## src/rtl/seg7_pkg.sv

```systemverilog
// Shared glyph codes and segment constants for the multiplexed 7-segment scanner.
package seg7_pkg;

  typedef logic [3:0] glyph_t;

  localparam glyph_t GLYPH_P    = 4'd4;
  localparam glyph_t GLYPH_E    = 4'd5;
  localparam glyph_t GLYPH_N    = 4'd6;
  localparam glyph_t GLYPH_F    = 4'd7;
  localparam glyph_t GLYPH_A    = 4'd8;
  localparam glyph_t GLYPH_I    = 4'd9;
  localparam glyph_t GLYPH_L    = 4'd10;
  localparam glyph_t GLYPH_G    = 4'd11;
  localparam glyph_t GLYPH_C    = 4'd12;
  localparam glyph_t GLYPH_H    = 4'd13;
  localparam glyph_t GLYPH_DASH = 4'd14;
  localparam glyph_t GLYPH_OFF  = 4'd15;

  localparam logic [7:0] SEG_OFF = 8'hFF;

endpackage

```

## src/rtl/seg7_scan_driver_if.sv

```systemverilog
// Glyph load bus in, digit-select and segment pins out.
interface seg7_scan_driver_if #(
  parameter int unsigned NUM_DIGITS = 4
);
  logic [4*NUM_DIGITS-1:0] gbuf;
  logic [NUM_DIGITS-1:0]   dot;
  logic [NUM_DIGITS-1:0]   blink_mask;
  logic                    load;
  logic [NUM_DIGITS-1:0]   seg_sel;
  logic [7:0]              seg;
  logic                    frame_tick;
  logic                    blink_phase;

  modport master (
    output gbuf, dot, blink_mask, load,
    input  seg_sel, seg, frame_tick, blink_phase
  );

  modport slave (
    input  gbuf, dot, blink_mask, load,
    output seg_sel, seg, frame_tick, blink_phase
  );
endinterface

```

## src/rtl/seg7_glyph_decode.sv

```systemverilog
// Combinational glyph-code to active-low segment decoder, {dot,center,tl,bl,b,br,tr,t}.
module seg7_glyph_decode
  import seg7_pkg::*;
(
  input  glyph_t     code_i,
  input  logic       dot_i,
  output logic [7:0] seg_o
);

  logic [6:0] segs;

  always_comb begin
    segs = 7'h7F;
    case (code_i)
      4'd0:       segs = 7'h40;
      4'd1:       segs = 7'h79;
      4'd2:       segs = 7'h24;
      4'd3:       segs = 7'h30;
      GLYPH_P:    segs = 7'h0C;
      GLYPH_E:    segs = 7'h06;
      GLYPH_N:    segs = 7'h2B;
      GLYPH_F:    segs = 7'h0E;
      GLYPH_A:    segs = 7'h08;
      GLYPH_I:    segs = 7'h4F;
      GLYPH_L:    segs = 7'h47;
      GLYPH_G:    segs = 7'h42;
      GLYPH_C:    segs = 7'h46;
      GLYPH_H:    segs = 7'h0B;
      GLYPH_DASH: segs = 7'h3F;
      default:    segs = 7'h7F;
    endcase
    seg_o = {~dot_i, segs};
  end

endmodule

```

## src/rtl/seg7_scan_driver.sv

```systemverilog
// N-digit multiplexed 7-segment scanner with double-buffered load, per-digit dot and blink.
module seg7_scan_driver
  import seg7_pkg::*;
#(
  parameter int unsigned NUM_DIGITS   = 4,
  parameter int unsigned SCAN_DIV     = 100000,
  parameter int unsigned BLINK_FRAMES = 8
) (
  input  logic                   clk,
  input  logic                   rst_n,
  seg7_scan_driver_if.slave      bus
);

  localparam int unsigned IdxW = (NUM_DIGITS > 1) ? $clog2(NUM_DIGITS) : 1;
  localparam int unsigned CntW = $clog2(SCAN_DIV);
  localparam int unsigned BlkW = (BLINK_FRAMES > 1) ? $clog2(BLINK_FRAMES) : 1;
  localparam logic [IdxW-1:0] LastIdx = IdxW'(NUM_DIGITS - 1);
  localparam logic [CntW-1:0] CntMax  = CntW'(SCAN_DIV - 1);
  localparam logic [BlkW-1:0] BlkMax  = BlkW'(BLINK_FRAMES - 1);

  logic [CntW-1:0] cnt_q, cnt_d;
  logic [IdxW-1:0] idx_q, idx_d;
  logic [BlkW-1:0] bcnt_q, bcnt_d;
  logic            phase_q, phase_d;
  logic            pend_q, pend_d;
  logic            ftick_q, ftick_d;
  logic [NUM_DIGITS-1:0] sel_q, sel_d;
  logic [7:0]            seg_q, seg_d;

  logic [NUM_DIGITS-1:0][3:0] stg_code_q, stg_code_d, act_code_q, act_code_d;
  logic [NUM_DIGITS-1:0]      stg_dot_q, stg_dot_d, act_dot_q, act_dot_d;
  logic [NUM_DIGITS-1:0]      stg_blk_q, stg_blk_d, act_blk_q, act_blk_d;

  logic       scan_tick, boundary;
  glyph_t     cur_code;
  logic       cur_dot, cur_blk;
  logic [7:0] dec_seg;

  always_comb begin
    scan_tick = (cnt_q == CntMax);
    boundary  = scan_tick && (idx_q == LastIdx);
    cnt_d     = scan_tick ? '0 : cnt_q + 1'b1;
    idx_d     = idx_q;
    if (scan_tick) idx_d = (idx_q == LastIdx) ? '0 : idx_q + 1'b1;
    ftick_d   = boundary;
  end

  // A load on the boundary cycle itself is folded into the swap via stg_*_d.
  always_comb begin
    stg_code_d = stg_code_q;
    stg_dot_d  = stg_dot_q;
    stg_blk_d  = stg_blk_q;
    pend_d     = pend_q;
    act_code_d = act_code_q;
    act_dot_d  = act_dot_q;
    act_blk_d  = act_blk_q;
    if (bus.load) begin
      stg_code_d = bus.gbuf;
      stg_dot_d  = bus.dot;
      stg_blk_d  = bus.blink_mask;
      pend_d     = 1'b1;
    end
    if (boundary && pend_d) begin
      act_code_d = stg_code_d;
      act_dot_d  = stg_dot_d;
      act_blk_d  = stg_blk_d;
      pend_d     = 1'b0;
    end
  end

  always_comb begin
    bcnt_d  = bcnt_q;
    phase_d = phase_q;
    if (boundary) begin
      if (bcnt_q == BlkMax) begin
        bcnt_d  = '0;
        phase_d = ~phase_q;
      end else begin
        bcnt_d = bcnt_q + 1'b1;
      end
    end
  end

  // Render from next-state values so a swap or phase change shows on digit 0 of the new frame.
  always_comb begin
    cur_code = act_code_d[idx_d];
    cur_dot  = act_dot_d[idx_d];
    cur_blk  = act_blk_d[idx_d];
  end

  seg7_glyph_decode u_decode (
    .code_i (cur_code),
    .dot_i  (cur_dot),
    .seg_o  (dec_seg)
  );

  always_comb begin
    sel_d = sel_q;
    seg_d = seg_q;
    if (scan_tick) begin
      sel_d        = '1;
      sel_d[idx_d] = 1'b0;
      seg_d        = (phase_d && cur_blk) ? SEG_OFF : dec_seg;
    end
  end

  always_ff @(posedge clk or negedge rst_n) begin
    if (!rst_n) begin
      cnt_q      <= '0;
      idx_q      <= LastIdx;
      bcnt_q     <= '0;
      phase_q    <= 1'b0;
      pend_q     <= 1'b0;
      ftick_q    <= 1'b0;
      sel_q      <= '1;
      seg_q      <= SEG_OFF;
      stg_code_q <= {NUM_DIGITS{GLYPH_OFF}};
      stg_dot_q  <= '0;
      stg_blk_q  <= '0;
      act_code_q <= {NUM_DIGITS{GLYPH_OFF}};
      act_dot_q  <= '0;
      act_blk_q  <= '0;
    end else begin
      cnt_q      <= cnt_d;
      idx_q      <= idx_d;
      bcnt_q     <= bcnt_d;
      phase_q    <= phase_d;
      pend_q     <= pend_d;
      ftick_q    <= ftick_d;
      sel_q      <= sel_d;
      seg_q      <= seg_d;
      stg_code_q <= stg_code_d;
      stg_dot_q  <= stg_dot_d;
      stg_blk_q  <= stg_blk_d;
      act_code_q <= act_code_d;
      act_dot_q  <= act_dot_d;
      act_blk_q  <= act_blk_d;
    end
  end

  assign bus.seg_sel     = sel_q;
  assign bus.seg         = seg_q;
  assign bus.frame_tick  = ftick_q;
  assign bus.blink_phase = phase_q;

endmodule

```

## src/flat_wrapper.sv

```systemverilog
// flat-port wrapper written by rule: the top's interface ports become plain ports
module seg7_scan_driver_flat import seg7_pkg::*;
#(
  parameter int unsigned NUM_DIGITS   = 4,
  parameter int unsigned SCAN_DIV     = 100000,
  parameter int unsigned BLINK_FRAMES = 8
)
  (clk, rst_n, bus_gbuf, bus_dot, bus_blink_mask, bus_load, bus_seg_sel, bus_seg, bus_frame_tick, bus_blink_phase);
  seg7_scan_driver_if #(.NUM_DIGITS(NUM_DIGITS)) bus_i ();
  input  logic clk;
  input  logic rst_n;
  input wire logic [$bits(bus_i.gbuf)-1:0] bus_gbuf;
  input wire logic [$bits(bus_i.dot)-1:0] bus_dot;
  input wire logic [$bits(bus_i.blink_mask)-1:0] bus_blink_mask;
  input wire logic [$bits(bus_i.load)-1:0] bus_load;
  output wire logic [$bits(bus_i.seg_sel)-1:0] bus_seg_sel;
  output wire logic [$bits(bus_i.seg)-1:0] bus_seg;
  output wire logic [$bits(bus_i.frame_tick)-1:0] bus_frame_tick;
  output wire logic [$bits(bus_i.blink_phase)-1:0] bus_blink_phase;
  assign bus_i.gbuf = bus_gbuf;
  assign bus_i.dot = bus_dot;
  assign bus_i.blink_mask = bus_blink_mask;
  assign bus_i.load = bus_load;
  assign bus_seg_sel = bus_i.seg_sel;
  assign bus_seg = bus_i.seg;
  assign bus_frame_tick = bus_i.frame_tick;
  assign bus_blink_phase = bus_i.blink_phase;
  seg7_scan_driver #(.NUM_DIGITS(NUM_DIGITS), .SCAN_DIV(SCAN_DIV), .BLINK_FRAMES(BLINK_FRAMES)) u_core (.clk(clk), .rst_n(rst_n), .bus(bus_i));
endmodule
```

## config.mk

```make
export PLATFORM = sky130hd
export DESIGN_NAME = seg7_scan_driver_flat
export DESIGN_NICKNAME = d
export VERILOG_FILES = /design/src/rtl/seg7_pkg.sv /design/src/rtl/seg7_scan_driver_if.sv /design/src/rtl/seg7_glyph_decode.sv /design/src/rtl/seg7_scan_driver.sv /design/src/flat_wrapper.sv
export SDC_FILE = /design/constraint.sdc
export NUM_CORES = 1
export LEC_CHECK = 0
export BUFFER_PORTS_ARGS = -buffer_cell sky130_fd_sc_hd__clkbuf_2
export CELL_PAD_IN_SITES_DETAIL_PLACEMENT = 0
export CELL_PAD_IN_SITES_GLOBAL_PLACEMENT = 1
export CORE_UTILIZATION = 47
export DETAILED_ROUTE_END_ITERATION = 8
export GPL_ROUTABILITY_DRIVEN = 0
export PLACE_DENSITY_LB_ADDON = 0.1
export SYNTH_ARGS = -nofsm -noshare
export SYNTH_HDL_FRONTEND = slang
export SYNTH_HIERARCHICAL = 1
export SYNTH_SLANG_ARGS = --single-unit
export TNS_END_PERCENT = 20
```

## constraint.sdc

```tcl
create_clock -name clk -period 5.2 [get_ports clk]
set_input_delay 0.26 -clock clk [delete_from_list [all_inputs] [get_ports clk]]
set_output_delay 0.26 -clock clk [all_outputs]
set_load 0.05 [all_outputs]
```

Word level (Yosys, flattened, before mapping). Memories as Yosys holds them, arrays and structs flattened. Index checks and enable logic that the tools add are counted.

Output and inout port bits: 14. Register bits: 85. Input port bits: 27. ROM bits: 112. Word-level logic and storage cells: 59. Memories kept: 1.

Reductions and logical operators: 4. Mux-type cells: 23. Add/sub/neg operators: 3. Order comparisons: 2. Equal/unequal tests: 3. Bitwise operators: 3.

Memories: (no name shown) (words 16, width 7, rd ports 1, clocked after Yosys merged registers in 0, write ports 0, RTL line seg7_glyph_decode.sv:14) `case (code_i)`.

Operator list (count): $mux W16 (2); $mux W4 (5); $add A17 B1 Y17 const B (1); $eq A17 B17 Y1 const B (1); $mux W17 (1); $bmux W4 S2 (1); $mux W8 (1); $mux W1 (7); $bmux W1 S2 (2); $logic_and A1 B1 Y1 (4); $mux W2 (2); $not A4 Y4 (1); $add A3 B1 Y3 const B (1); $eq A3 B3 Y1 const B (1); $lt A2 B3 Y1 const B (1); $mux W3 (1); $add A2 B1 Y2 const B (1); $demux W1 S2 (1); $eq A2 B2 Y1 const B (1); $ge A2 B1 Y1 const B (1); $not A1 Y1 (2).

Longest topological paths before layout.
Depth after elaboration: 8. Mapped depth: 16. Mapped depth without buffers: 15.

Hierarchy. Netlist, hierarchy kept.

By module, submodules not included: seg7_scan_driver (area an instance 3642.2 sq um, sequential area each 2184.6 sq um, cells an instance 279, times used 1); seg7_glyph_decode (area an instance 246.5 sq um, sequential area each 0.0 sq um, cells an instance 36, times used 1).

Worst setup path after synthesis. Ideal clock, no wire load.

Path kind: flip-flop to flip-flop. From: reg u_core.cnt_q[5]. To: reg u_core.seg_q[2] (netlist: u_core/bus.seg[2]). Period minus slack after synthesis: 3.738 ns. Data arrival time: 3.660 ns. Path slack: 1.462 ns. Stages on the path, launching flop included: 15. Buffers on the path: 1. Library setup time: 0.078 ns. Data required time: 5.122 ns. Path through: dfrtp_1 -> or4b_4 -> nor4_4 -> mux2i_1 -> clkbuf_1 -> nand2_1 -> and3_1 -> a31oi_1 -> inv_1 -> ha_1 -> nand2b_1 -> o21ai_0 -> o21ai_1 -> mux2i_1 -> nand2_1.

Longest elaborated chain between the ends: 8. Elaborated cells on any way between the ends: 14. Classes of those cells: eq/ne (1); mux (9); reduce/logical (3); memory (1).

Ends and longest elaborated chain: from (decl) (RTL line seg7_scan_driver.sv:21) `logic [CntW-1:0] cnt_q, cnt_d;`; from (signal assigned) (RTL line seg7_scan_driver.sv:124) `cnt_q <= cnt_d;`; $eq A17 B17 Y1 (*) (RTL line seg7_scan_driver.sv:40) `scan_tick = (cnt_q == CntMax);`; $logic_and A1 B1 Y1 (RTL line seg7_scan_driver.sv:41) `boundary = scan_tick && (idx_q == LastIdx);`; $logic_and A1 B1 Y1 (RTL line seg7_scan_driver.sv:63) `if (boundary && pend_d) begin`; $mux W16 (RTL line seg7_scan_driver.sv:63); $bmux W4 S2 (*) (RTL line seg7_scan_driver.sv:86) `cur_code = act_code_d[idx_d];`; $mux W4 (not written as such) (*) (RTL line seg7_scan_driver.sv:86); via u_core.cur_code[1] (RTL line seg7_scan_driver.sv:35) `glyph_t cur_code;`; $mem_v2 Z16 W7 (*); via u_core.dec_seg[2] (RTL line seg7_scan_driver.sv:37) `logic [7:0] dec_seg;`; $mux W8 (*) (RTL line seg7_scan_driver.sv:103) `seg_d = (phase_d && cur_blk) ? SEG_OFF : dec_seg;`; to (signal assigned) (RTL line seg7_scan_driver.sv:131) `seg_q <= seg_d;`; to (decl) (RTL line seg7_scan_driver.sv:28) `logic [7:0] seg_q, seg_d;`.

Mark *: on every way through the listed nets, which the timed path passes. The rest lies on a longest branch. The select of a mux whose other input is x is not followed. A chain may end at the register's enable or synchronous reset.

==> metrics <==
post-synth net total 351; Resized Gates After CTS 0; number of nets with antenna violations after routing 0; P per Cell Area 287 nW/um^2; clock net sink count 85; worst hold path class primary input to asynchronous set/reset pin; number of nets in the finished design 395; post-CTS setup buffer count 0; count of mapped cells out of synthesis 315; setup repair after global routing missed its margin no; final critical-path share of the clock period 83.0%; FFs w/ async S/R, synth 100%; number of vias in the routed layout 2,427; final instance area 4430 sq um; Placed Cells incl. Taps 450; Total Negative Setup Slacks 0 ns; number of inserted filler cells in the final layout 705; final setup violation count 0; number of buffers created by CTS 9; EDFF count, synth 0; initial antenna violation count 0; Pre-antenna DRT Iters 4; slowest cell on the critical path or4b_4; effective utilization at floorplan 49.6%; most frequent cell on the critical path nand2_1; clock latency on the worst-skew pair 0.35 ns; Area growth syn-to-layout 13.8%; peak clock frequency supported by timing 232 MHz; cell area after synthesis 3890 sq um; fraction of final layout cells with drive strength greater than 1 46.2%; total power 1.27 mW; count of boundary I/O pins 41; Leakage 2.01 nW; highest net fanout along the worst path 24; CP Cell Sequence or4b_4, nor4_4, buf_4, nand3b_4, mux2_2, nand2_1, and3_1, a31oi_1, inv_1, ha_1, nand2b_1, o21ai_0, o21ai_1, mux2i_1, nand2_1; total routing resource utilization after global routing 18.6%; YS warnings 6; maximum level of the CTS H-tree 3; post-synthesis sequential element count 85; data required time of the critical path 5.48 ns; synthesized area per cell 12.3 sq um; Total Routed Length 7030 um; length in cells of the worst reg-to-reg path 15; Max Clock Skew 0.0136 ns; Least-Margin Pin Slew 1.15 ns; pin count of the biggest net entering global routing 86; Remaining Overflow, GRT 0; relative slew slack 22.8%; port buffer count 40; vertical extent of the die 93.0 um; largest incremental delay on the critical path 0.59 ns; sequential cell area fraction in the yosys report 56.2%; Cell Count, Final, Fillers Out 466; Yosys cell types 42; critical setup path kind register to register; utilization of the core after routing 56.4%; Setup Slack @ Placement 0.905 ns; data arrival time of the worst path 4.60 ns; TritonCTS clock tree built; hpwl dp 4800 um; Core Rows 32; Synth Flop Type dfstp_2; first-pass GRT wire length 12,400 um; WL per Instance 15.1 um; ANT cells 0; vias in the first global route 2,494; largest buffer count on any clock path 2; result of the run complete, no violations; Worst-path clk slew 0.09 ns; cell chosen for the clock root clkbuf_8; crit end category register; post-route setup slack 0.883 ns; crit path launch type register; count of endpoints failing hold in the final timing report 0; worst hold margin 0.0611 ns; placement-stage cell area 4200 sq um; DR vias/cell 5.21; # hold bufs at CTS 0; DRC violations left 0; placeable core region 7850 sq um; reported max-cap violation count 0; x dimension of the die 93.0 um; Final Max Tran Viols 0; Die Footprint 8640 sq um; DRC violation total after the first TritonRoute iteration 113; clock period minus final worst setup slack 4.32 ns; peak ir drop on the vdd network 0.000144 V
cells in the mapped netlist, types with 3 or more instances:
| library cell | n | area [sq um] |
|---|---|---|
| a21oi_1 | 4 | 20.0 |
| a31oi_1 | 7 | 43.8 |
| and2_1 | 4 | 25.0 |
| and3_1 | 3 | 18.8 |
| buf_2 | 3 | 15.0 |
| clkbuf_1 | 5 | 18.8 |
| dfrtp_1 | 39 | 976 |
| dfstp_2 | 46 | 1210 |
| ha_1 | 9 | 113 |
| inv_1 | 6 | 22.5 |
| mux2_2 | 50 | 563 |
| mux2i_1 | 11 | 110 |
| nand2_1 | 35 | 131 |
| nand3_1 | 9 | 45.0 |
| nand4_1 | 6 | 37.5 |
| nor2_1 | 25 | 93.8 |
| o21ai_1 | 7 | 35.0 |
| xnor2_1 | 11 | 96.3 |
| xor2_1 | 6 | 52.6 |
power by group:
group | switching [mW] | internal, mW | total [mW]
Clock | 0.240 | 0.287 | 0.526
Sequential | 0.00390 | 0.689 | 0.693
Combinational | 0.0284 | 0.0242 | 0.0526
registers in the layout, summed over array words and instances (netlist names):
register	flops
u_core/bus.frame_tick	1
u_core/act_code_q	16
u_core/stg_blk_q	4
u_core/bus.seg_sel	4
u_core/cnt_q	17
u_core/bus.seg	8
u_core/stg_dot_q	4
u_core/idx_q	2
u_core/act_dot_q	4
u_core/stg_code_q	16
u_core/bcnt_q	3
u_core/pend_q	1
u_core/bus.blink_phase	1
u_core/act_blk_q	4
cell families (layout without fill, tap and decap cells):
family | Yosys count | in the layout | share of synthesized area (%)
mux | 61 | 61 | 17.3
fa+ha+maj | 9 | 9 | 2.90
simple gates | 96 | 96 | 12.7
buf+inv | 19 | 68 | 2.32
compound gates | 28 | 28 | 4.73
xor+xnor | 17 | 17 | 3.83
flops | 85 | 85 | 56.2
area by class of cell:
class / instances / area (sq um) / area share [%]
Timing Repair Buffer: 44 / 233 / 5.26
Multi-Input combinational cell: 211 / 1620 / 36.6
Clock buffer: 10 / 138 / 3.11
Inverter: 8 / 30.0 / 0.678
Sequential cell: 85 / 2180 / 49.3
Tap cell: 102 / 128 / 2.88
Clock inverter: 6 / 93.8 / 2.12
cell usage in the layout (no fill, tap or decap), types with 2 or more instances in the layout:
cell type | netlist | layout
clkbuf_8 | 0 | 10
o21ai_1 | 7 | 7
nor2b_1 | 2 | 2
nand2_1 | 35 | 35
inv_1 | 6 | 6
inv_2 | 2 | 2
nand4_1 | 6 | 6
mux2i_1 | 11 | 11
mux2_2 | 50 | 50
and3_1 | 3 | 3
dfstp_2 | 46 | 46
and2_1 | 4 | 4
nor2_1 | 25 | 25
o21ai_0 | 2 | 2
a211oi_1 | 2 | 2
clkinv_4 | 0 | 2
or4b_4 | 2 | 2
a31oi_1 | 7 | 7
clkbuf_2 | 0 | 39
a21oi_1 | 4 | 4
ha_1 | 9 | 9
nand3_1 | 9 | 9
bufinv_16 | 0 | 2
buf_4 | 0 | 5
dfrtp_1 | 39 | 39
xor2_1 | 6 | 6
xnor2_1 | 11 | 11
per-layer routing:
layer / GRT usage [%] / wire, um
met1: 26.4 / 3500
met2: 28.4 / 3200
met3: 2.79 / 212
met4: 8.33 / 123
met5: 0 / 0
path summary, 6_finish.rpt:
check | from | end | slack [ns]
max | u_core/cnt_q[5] | u_core/bus.seg[2] | 0.88
min | rst_n | u_core/stg_dot_q[1] | 0.06
max reg2reg | u_core/cnt_q[5] | u_core/bus.seg[2] | 0.88
min reg2reg | u_core/cnt_q[0] | u_core/cnt_q[0] | 0.48
max in group asynchronous | rst_n | u_core/cnt_q[12] | 4.43
min in group clk | bus_blink_mask[0] | u_core/stg_blk_q[0] | 0.15
critical path, delay by kind of cell (launching register included):
kind	cells	cell delay (ns)
and+or+nand+nor	7	1.71
AOI/OAI and AO/OA	3	0.74
buffers and inverters	2	0.52
muxes	2	0.52
DFF	1	0.44
adders and majority gates	1	0.33
(Power assumes the default switching activity.)
